$ cat src/rtl/unified_mem_arbiter_pkg.sv
// Shared types for the unified memory arbiter: FSM states, port-select
// encoding and default widths.
package unified_mem_arbiter_pkg;

  localparam int unsigned ADDR_W_DEF       = 32;
  localparam int unsigned DATA_W_DEF       = 32;
  localparam int unsigned STARVE_LIMIT_DEF = 4;

  // Access sequencing states
  typedef enum logic [1:0] {
    ST_IDLE  = 2'd0,
    ST_GNT_I = 2'd1,
    ST_GNT_D = 2'd2
  } arb_state_e;

  // Result of one arbitration decision
  typedef enum logic [1:0] {
    SEL_NONE = 2'd0,
    SEL_IF   = 2'd1,
    SEL_D    = 2'd2
  } port_sel_e;

  // Width of a counter able to hold 0..limit (at least one bit)
  function automatic int unsigned cnt_width(input int unsigned limit);
    return (limit < 1) ? 1 : $clog2(limit + 1);
  endfunction

endpackage

$ cat src/rtl/unified_mem_arbiter_arb_pick.sv
// Combinational 2-way priority picker.
// Ports:
//   d_req_i      data port request
//   if_req_i     fetch port request
//   starve_hit_i fetch has waited the maximum number of data grants
//   mask_i       [0] masks fetch, [1] masks data (port that just completed)
//   pick_c_o     selected port (combinational)
module unified_mem_arbiter_arb_pick
  import unified_mem_arbiter_pkg::*;
(
  input  logic       d_req_i,
  input  logic       if_req_i,
  input  logic       starve_hit_i,
  input  logic [1:0] mask_i,
  output port_sel_e  pick_c_o
);

  logic d_eff;
  logic i_eff;

  // Data wins ties unless the fetch side has been starved long enough
  always_comb begin
    pick_c_o = SEL_NONE;
    d_eff    = d_req_i & ~mask_i[1];
    i_eff    = if_req_i & ~mask_i[0];
    if (d_eff && i_eff) begin
      pick_c_o = starve_hit_i ? SEL_IF : SEL_D;
    end else if (d_eff) begin
      pick_c_o = SEL_D;
    end else if (i_eff) begin
      pick_c_o = SEL_IF;
    end
  end

endmodule

$ cat src/rtl/unified_mem_arbiter.sv
// Shares one single-port req/ack memory between the fetch port and the data
// port. Each access is sequenced through IDLE -> GNT_x and completes on
// mem_ack_i; the ack cycle re-arbitrates so accesses can run back-to-back.
// Ports:
//   clk, rst_n                      clock, async active-low reset
//   if_req_i/if_addr_i              fetch request (held until if_valid_o)
//   if_rdata_o/if_valid_o           fetched word, one-cycle completion pulse
//   d_req_i/d_we_i/d_addr_i/d_wdata_i  data request (held until d_valid_o)
//   d_rdata_o/d_valid_o             load data, one-cycle completion pulse
//   stall_if_o/stall_mem_o          combinational per-port stalls
//   mem_req_o/mem_we_o/mem_addr_o/mem_wdata_o  memory request (held until ack)
//   mem_rdata_i/mem_ack_i           memory response
module unified_mem_arbiter
  import unified_mem_arbiter_pkg::*;
#(
  parameter int unsigned ADDR_W       = ADDR_W_DEF,
  parameter int unsigned DATA_W       = DATA_W_DEF,
  parameter int unsigned STARVE_LIMIT = STARVE_LIMIT_DEF
) (
  input  logic              clk,
  input  logic              rst_n,
  // fetch port
  input  logic              if_req_i,
  input  logic [ADDR_W-1:0] if_addr_i,
  output logic [DATA_W-1:0] if_rdata_o,
  output logic              if_valid_o,
  // data port
  input  logic              d_req_i,
  input  logic              d_we_i,
  input  logic [ADDR_W-1:0] d_addr_i,
  input  logic [DATA_W-1:0] d_wdata_i,
  output logic [DATA_W-1:0] d_rdata_o,
  output logic              d_valid_o,
  // stalls
  output logic              stall_if_o,
  output logic              stall_mem_o,
  // memory side
  output logic              mem_req_o,
  output logic              mem_we_o,
  output logic [ADDR_W-1:0] mem_addr_o,
  output logic [DATA_W-1:0] mem_wdata_o,
  input  logic [DATA_W-1:0] mem_rdata_i,
  input  logic              mem_ack_i
);

  localparam int unsigned CNT_W = cnt_width(STARVE_LIMIT);

  arb_state_e        state_q,     state_d;
  logic [CNT_W-1:0]  starve_q,    starve_d;
  logic              mem_req_q,   mem_req_d;
  logic              mem_we_q,    mem_we_d;
  logic [ADDR_W-1:0] mem_addr_q,  mem_addr_d;
  logic [DATA_W-1:0] mem_wdata_q, mem_wdata_d;
  logic              if_valid_q,  if_valid_d;
  logic              d_valid_q,   d_valid_d;
  logic [DATA_W-1:0] if_rdata_q,  if_rdata_d;
  logic [DATA_W-1:0] d_rdata_q,   d_rdata_d;

  logic       starve_hit;
  logic [1:0] grant_mask;
  port_sel_e  pick;

  // Fetch may jump the queue once it has watched STARVE_LIMIT data grants
  assign starve_hit = (STARVE_LIMIT != 0) && (starve_q == CNT_W'(STARVE_LIMIT));

  // The port finishing this cycle must not win the re-arbitration
  assign grant_mask = {state_q == ST_GNT_D, state_q == ST_GNT_I};

  unified_mem_arbiter_arb_pick u_pick (
    .d_req_i      (d_req_i),
    .if_req_i     (if_req_i),
    .starve_hit_i (starve_hit),
    .mask_i       (grant_mask),
    .pick_c_o     (pick)
  );

  // Next-state and output-register logic
  always_comb begin
    state_d     = state_q;
    starve_d    = starve_q;
    mem_req_d   = mem_req_q;
    mem_we_d    = mem_we_q;
    mem_addr_d  = mem_addr_q;
    mem_wdata_d = mem_wdata_q;
    if_valid_d  = 1'b0;
    d_valid_d   = 1'b0;
    if_rdata_d  = if_rdata_q;
    d_rdata_d   = d_rdata_q;

    // Completion of the access in flight
    if (mem_ack_i) begin
      case (state_q)
        ST_GNT_I: begin
          if_valid_d = 1'b1;
          if_rdata_d = mem_rdata_i;
        end
        ST_GNT_D: begin
          d_valid_d = 1'b1;
          if (!mem_we_q) begin
            d_rdata_d = mem_rdata_i;
          end
        end
        default: ;
      endcase
    end

    // Arbitrate when idle or on the ack cycle of a grant
    if ((state_q == ST_IDLE) || mem_ack_i) begin
      case (pick)
        SEL_IF: begin
          state_d     = ST_GNT_I;
          mem_req_d   = 1'b1;
          mem_we_d    = 1'b0;
          mem_addr_d  = if_addr_i;
          mem_wdata_d = '0;
          starve_d    = '0;
        end
        SEL_D: begin
          state_d     = ST_GNT_D;
          mem_req_d   = 1'b1;
          mem_we_d    = d_we_i;
          mem_addr_d  = d_addr_i;
          mem_wdata_d = d_wdata_i;
          if (if_req_i && !starve_hit && (STARVE_LIMIT != 0)) begin
            starve_d = starve_q + CNT_W'(1);
          end
        end
        default: begin
          state_d   = ST_IDLE;
          mem_req_d = 1'b0;
        end
      endcase
    end
  end

  // State and output registers
  always_ff @(posedge clk or negedge rst_n) begin
    if (!rst_n) begin
      state_q     <= ST_IDLE;
      starve_q    <= '0;
      mem_req_q   <= 1'b0;
      mem_we_q    <= 1'b0;
      mem_addr_q  <= '0;
      mem_wdata_q <= '0;
      if_valid_q  <= 1'b0;
      d_valid_q   <= 1'b0;
      if_rdata_q  <= '0;
      d_rdata_q   <= '0;
    end else begin
      state_q     <= state_d;
      starve_q    <= starve_d;
      mem_req_q   <= mem_req_d;
      mem_we_q    <= mem_we_d;
      mem_addr_q  <= mem_addr_d;
      mem_wdata_q <= mem_wdata_d;
      if_valid_q  <= if_valid_d;
      d_valid_q   <= d_valid_d;
      if_rdata_q  <= if_rdata_d;
      d_rdata_q   <= d_rdata_d;
    end
  end

  assign mem_req_o   = mem_req_q;
  assign mem_we_o    = mem_we_q;
  assign mem_addr_o  = mem_addr_q;
  assign mem_wdata_o = mem_wdata_q;
  assign if_valid_o  = if_valid_q;
  assign d_valid_o   = d_valid_q;
  assign if_rdata_o  = if_rdata_q;
  assign d_rdata_o   = d_rdata_q;

  assign stall_if_o  = if_req_i & ~if_valid_q;
  assign stall_mem_o = d_req_i & ~d_valid_q;

endmodule

$ cat config.mk
export PLATFORM = sky130hd
export DESIGN_NAME = unified_mem_arbiter
export DESIGN_NICKNAME = d
export VERILOG_FILES = /design/src/rtl/unified_mem_arbiter_pkg.sv /design/src/rtl/unified_mem_arbiter_arb_pick.sv /design/src/rtl/unified_mem_arbiter.sv
export SDC_FILE = /design/constraint.sdc
export NUM_CORES = 1
export LEC_CHECK = 0
export CAP_MARGIN = 40
export CORE_ASPECT_RATIO = 0.5
export CORE_MARGIN = 2
export CORE_UTILIZATION = 40
export DETAILED_ROUTE_END_ITERATION = 6
export DONT_BUFFER_PORTS = 1
export GPL_TIMING_DRIVEN = 0
export PLACE_DENSITY = 0.58
export SLEW_MARGIN = 20
export SYNTH_ARGS = -nofsm -noshare
export SYNTH_HDL_FRONTEND = slang
export SYNTH_SLANG_ARGS = --single-unit
$ cat constraint.sdc
create_clock -name clk -period 1.65 [get_ports clk]
set_input_delay 0.165 -clock clk [delete_from_list [all_inputs] [get_ports clk]]
set_output_delay 0.165 -clock clk [all_outputs]
set_load 0.03 [all_outputs]
== Word-level counts from Yosys, hierarchy flattened ==
Cells that the tools add are included.

* Bits in registers: 137
* Input port bits: 134
* Output and inout port bits: 134
* Logic and storage cells: 52

* Add/subtract/negate cells: 1
* Eq/ne operators: 6
* Muxes and demuxes: 15
* Bitwise logic cells: 9
* Reductions and logical operators: 11

{| class="wikitable"
|+ Operators by type and width
! operator !! number
|-
| case mux 32 bit (2 select lines) || 2
|-
| 2-to-1 mux 1 bit || 6
|-
| 2-to-1 mux 2 bit || 3
|-
| case mux 3 bit (2 select lines) || 1
|-
| AND reduction 3 bit || 2
|-
| NOT 1 bit || 5
|-
| AND 1 bit || 4
|-
| == test 2 x 1 -> 1 bit (second input constant) || 2
|-
| == test 2 bit (second input constant) || 2
|-
| case mux 2 bit (2 select lines) || 1
|-
| AND reduction 2 bit || 2
|-
| adder 3 x 1 -> 3 bit (second input constant) || 1
|-
| == test 3 bit (second input constant) || 1
|-
| 2-to-1 mux 3 bit || 1
|-
| logical AND 1 bit || 2
|-
| zero test 2 bit || 1
|-
| inequality test 2 bit (second input constant) || 1
|-
| case mux 1 bit (2 select lines) || 1
|-
| nonzero test 2 bit || 1
|-
| OR reduction 2 bit || 1
|-
| zero test 1 bit || 1
|-
| logical OR 1 bit || 1
|}

== Depth between registers and ports, before layout ==
* Depth after elaboration: 9
* Mapped depth: 8
* Depth with buffers taken out: 6

== Hierarchy ==
Synthesis repeated with hierarchy kept, for this count alone.

* Cell total of the unflattened synthesis: 481
* Area total of the unflattened synthesis: 5878.1 um^2

{| class="wikitable"
|+ Modules (own cells, without submodules)
! module !! instances !! cells each !! area an instance (um^2) !! sequential area each (um^2)
|-
| unified_mem_arbiter || 1 || 477 || 5845.6 || 3428.3
|-
| unified_mem_arbiter_arb_pick || 1 || 4 || 32.5 || 0.0
|}

== Worst setup path after synthesis ==
No wires, ideal clock.

* Kind: register to register
* From: register starve_q[0]
* To: register mem_addr_q[22] (netlist: mem_addr_o[22])
* Library setup time: 125 ps
* Arrival: 1682 ps
* Data required time: 1525 ps
* Setup slack: -156 ps
* Cell stages (with the launch flop): 8
* Buffers on the path: 1
* Clock period less this slack: 1806 ps
* Cells stage by stage: dfrtp_1 > inv_1 > ha_1 > nand3_1 > a31o_4 > buf_6 > mux2_1 > mux2_2

* Word-level cells in the longest chain between the ends: 6
* Elaborated cells between the ends (all ways): 8
* Classes of those cells: eq/ne: 3; mux: 3; reduce/logical: 2

{| class="wikitable"
|+ Ends and longest elaborated chain
! element !! line !! source
|-
| start: declaration || unified_mem_arbiter.sv:49 || <nowiki>logic [CNT_W-1:0] starve_q, starve_d;</nowiki>
|-
| start signal: assignment || unified_mem_arbiter.sv:151 || <nowiki>starve_q <= starve_d;</nowiki>
|-
| == test 3 bit * || unified_mem_arbiter.sv:64 || <nowiki>assign starve_hit = (STARVE_LIMIT != 0) && (starve_q == CNT_W'(STARVE_LIMIT));</nowiki>
|-
| 2-to-1 mux 2 bit * || unified_mem_arbiter_arb_pick.sv:27 || <nowiki>pick_c_o = starve_hit_i ? SEL_IF : SEL_D;</nowiki>
|-
| 2-to-1 mux 2 bit * || unified_mem_arbiter_arb_pick.sv:26 || <nowiki>if (d_eff && i_eff) begin</nowiki>
|-
| == test 2 bit or == test 2 x 1 -> 1 bit (tied branches) || unified_mem_arbiter.sv:109 || <nowiki>case (pick)</nowiki>
|-
| nonzero test 2 bit (no source line) || - ||
|-
| AND reduction 2 bit (no source line) || - ||
|-
| end signal: assignment || unified_mem_arbiter.sv:154 || <nowiki>mem_addr_q <= mem_addr_d;</nowiki>
|-
| end: declaration || unified_mem_arbiter.sv:52 || <nowiki>logic [ADDR_W-1:0] mem_addr_q, mem_addr_d;</nowiki>
|}

Mark *: on every way between the ends. The rest lies on a longest branch, timed or not.
A chain may end at the register's enable or synchronous reset.

== Final worst setup path ==
* From: register starve_q[0]
* To: register mem_addr_q[10] (netlist: mem_addr_o[10])

Same word-level chain as after synthesis.

==> impl_metrics.json <==
{
  "outcome": "complete, but fails checks",
  "violations": "negative hold slack, negative setup slack",
  "critPathArrivalTime_ps": 2140,
  "p_comb_share_pct": 26.6,
  "track_usage_pct": 18.3,
  "path_max_fanout": 10,
  "seqCellArea_mm2": 0.00343,
  "wl_per_cell_um": 20.4,
  "ys_ff_latch": 137,
  "syn_inst": 362,
  "die_area_mm2": 0.0150,
  "vias": 3512,
  "cts_sinks": 137,
  "num-fill-cells": 1098,
  "clk_path_buf_depth": 2,
  "boundaryPins": 268,
  "diodes": 0,
  "die_x_um": 171,
  "m1WireLength_um": 5130,
  "end_kind": "register",
  "clkPwrFrac_pct": 21.8,
  "fin_setup_tns_ps": -9710,
  "cp.buffers_inverters": 2,
  "clk_latency_ps": 410,
  "routed_wl_um": 13700,
  "swShare_pct": 42.1,
  "io_buffer_count": 0,
  "fmax_mhz": 541,
  "path_class": "reg2reg",
  "die_height_um": 87.5,
  "finalCriticalPeriod_ps": 1850,
  "layout_setup_ws_ps": -199,
  "crit_family": "multiplexers",
  "cts_max_level": 4,
  "met2WireLength_um": 7340,
  "hold_buffers": 67,
  "wl_met3_um": 898,
  "p_seq_share_pct": 51.6,
  "slew_viol_final": 0,
  "core_mm2": 0.0136,
  "synth_warnings": 0,
  "grt_pass1_vias": 3787,
  "drt-initial-drc-count": 103,
  "routed.top_layer": "met4",
  "stdcell_area_mm2": 0.00750,
  "avgViaCountPerCell": 5.22,
  "total_leakage_power_nw": 3.32,
  "cts_made_buffers": 17,
  "intPower_mw": 10.5,
  "syn_avg_cell_area_um2": 15.4,
  "syn_area_mm2": 0.00558,
  "synthToLayoutAreaGrowth_pct": 34.5,
  "postPlaceCellArea_mm2": 0.00586,
  "clk_pin_slew_ps": 60,
  "required_ps": 1940,
  "holdCritPathClass": "in2async",
  "yosysSeqAreaShare_pct": 61.5,
  "hold_viol": 137,
  "post-route-util_pct": 55.2,
  "overflow": 0,
  "first_pass_iters": 4,
  "grt_pass1_wl_um": 20500,
  "cts_tree": "done",
  "path_cells": "inv_2 -> ha_4 -> nand3_2 -> a31o_4 -> buf_8 -> mux2_4 -> mux2_2",
  "switching_power_mw": 7.63,
  "initial_core_util_pct": 41.0,
  "finalCritPeriodShare_pct": 112,
  "layout-drive-gt1-share_pct": 44.5,
  "multi_input_area_mm2": 0.00214,
  "synth_fp_nets": 498,
  "grt_max_degree": 138,
  "startpoint_type": "register",
  "ys_types": 30,
  "nNetsFinal": 605,
  "setup_viol": 67,
  "drtAntennaViolNets": 0,
  "ir_worst_vdd_uv": 1010,
  "rsz0062_at_grt": "yes",
  "critPathSlowestCell": "dfrtp_1",
  "cap_violations": 0,
  "slew-limit-headroom_pct": 61.2,
  "pre_cts_ws_ps": -505,
  "clock_skew_ps": 13.0,
  "cts-root-buf": "clkbuf_16",
  "hpwl_um": 8740,
  "rows": 30,
  "drc": 0,
  "slowest_delay_ps": 390,
  "antenna_found_initial": 0,
  "worst_slew_pin_slew_ps": 581,
  "globalplace.congestion": 0.701,
  "power_density_mw_per_mm2": 2420,
  "hold_ws_ps": -551
}
-- state kept, by name, summed over array words and instances, names as in the netlist --
name / cells
mem_addr_o: 32
mem_we_o: 1
if_rdata_o: 32
mem_wdata_o: 32
state_q: 2
if_valid_o: 1
d_valid_o: 1
d_rdata_o: 32
mem_req_o: 1
starve_q: 3
-- logic make-up after synthesis --
family	share of synthesized area, %
simple gates	2.11
buf+inv	2.51
fa+ha+maj	0.449
mux	26.2
compound gates	7.29
flops	61.5
-- stage by stage --
stage	instances	total power, mW	hold WS (ps)
after floorplan	362	12.2	-131
after global placement	554	13.0	-128
after detailed placement	554	13.3	-127
after CTS	671	18.2	-572
after global routing	673	19.0	-580
final	673	18.1	-551
-- cell usage in the layout (no fill, tap or decap), types with 3 or more instances in the layout --
master	n
dlygate4sd3_1	67
bufinv_16	4
inv_1	3
mux2_4	21
buf_2	5
a22o_1	34
nor2b_1	3
mux2_2	108
buf_6	15
buf_4	16
clkbuf_16	17
clkinv_2	4
dfrtp_1	135
nand2_1	6
-- synth_stat cells --
master      n  share of area (%)
dfrtp_1   137                 61
mux2_2    113                 23
a22o_1     34                5.3
buf_2      16                1.4
mux2_1     14                2.8
nand2_1     7               0.47
buf_6       4               0.81
inv_1       4               0.27
nor2b_1     3               0.34
a21boi_1    2               0.27
a21o_1      2               0.27
and2_1      2               0.22
ha_1        2               0.45
mux2_4      2               0.54
nor2_1      2               0.13
nor3_1      2               0.18
o21ai_0     2               0.18
o22ai_1     2               0.22
a21boi_0    1               0.13
a22oi_1     1               0.13
a31o_4      1               0.31
a31oi_1     1               0.11
a32o_1      1               0.18
and3_1      1               0.11
and3b_1     1               0.16
nand2b_1    1               0.11
nand3_1     1              0.090
nor3_2      1               0.18
o21a_1      1               0.13
or2_1       1               0.11
-- power groups by stage --
| stage | registers [mW] | logic [mW] | clock network [mW] |
|---|---|---|---|
| after CTS | 9.37 | 4.77 | 4.03 |
| after detailed placement | 9.42 | 3.85 | 0 |
| after global placement | 9.39 | 3.65 | 0 |
| after floorplan | 8.95 | 3.26 | 0 |
| after global routing | 9.54 | 5.20 | 4.22 |
| final | 9.36 | 4.82 | 3.95 |
-- timing repair --
item                       CTS  global route
gates resized for setup     52             7
pin swaps                    8             2
gates cloned                 5             1
setup endpoints to repair  130           117
buffers inserted            14             2
hold endpoints to repair   236           137
-- path summary, 6_finish.rpt --
path                         startpoint              to  slack, ps  cells after the start
setup reg to reg            starve_q[0]  mem_addr_o[10]       -200                      7
setup / recovery            starve_q[0]  mem_addr_o[10]       -200                      7
min in group clk           d_addr_i[20]  mem_addr_o[20]         30                      2
hold / removal                    rst_n  if_rdata_o[10]       -550                      0
max in group asynchronous         rst_n     starve_q[2]       2000                      0
hold reg to reg              state_q[0]       d_valid_o        560                      1
-- area by class of cell --
type | count | area share, %
flip-flops and latches | 137 | 45.7
multi-input cells | 201 | 28.6
repair buffers | 89 | 11.7
clock buffers | 19 | 5.90
well taps | 192 | 3.20
plain buffers | 19 | 2.43
clock inverters | 12 | 2.32
inverters | 4 | 0.200
-- routing by layer --
metal / GRT usage (%) / up-vias
met3: 5.59 / 29
met4: 8.78 / 0
met2: 33.2 / 158
met1: 20.0 / 1787
li1: - / 1538
met5: 0 / -
-- worst reg2reg max path: stages, from the launching register on --
cell and delay (ps):
dfrtp_1 390, inv_2 90, ha_4 140, nand3_2 90, a31o_4 300, buf_8 170, mux2_4 300, mux2_2 260
Power figures use the tool's default switching activity.
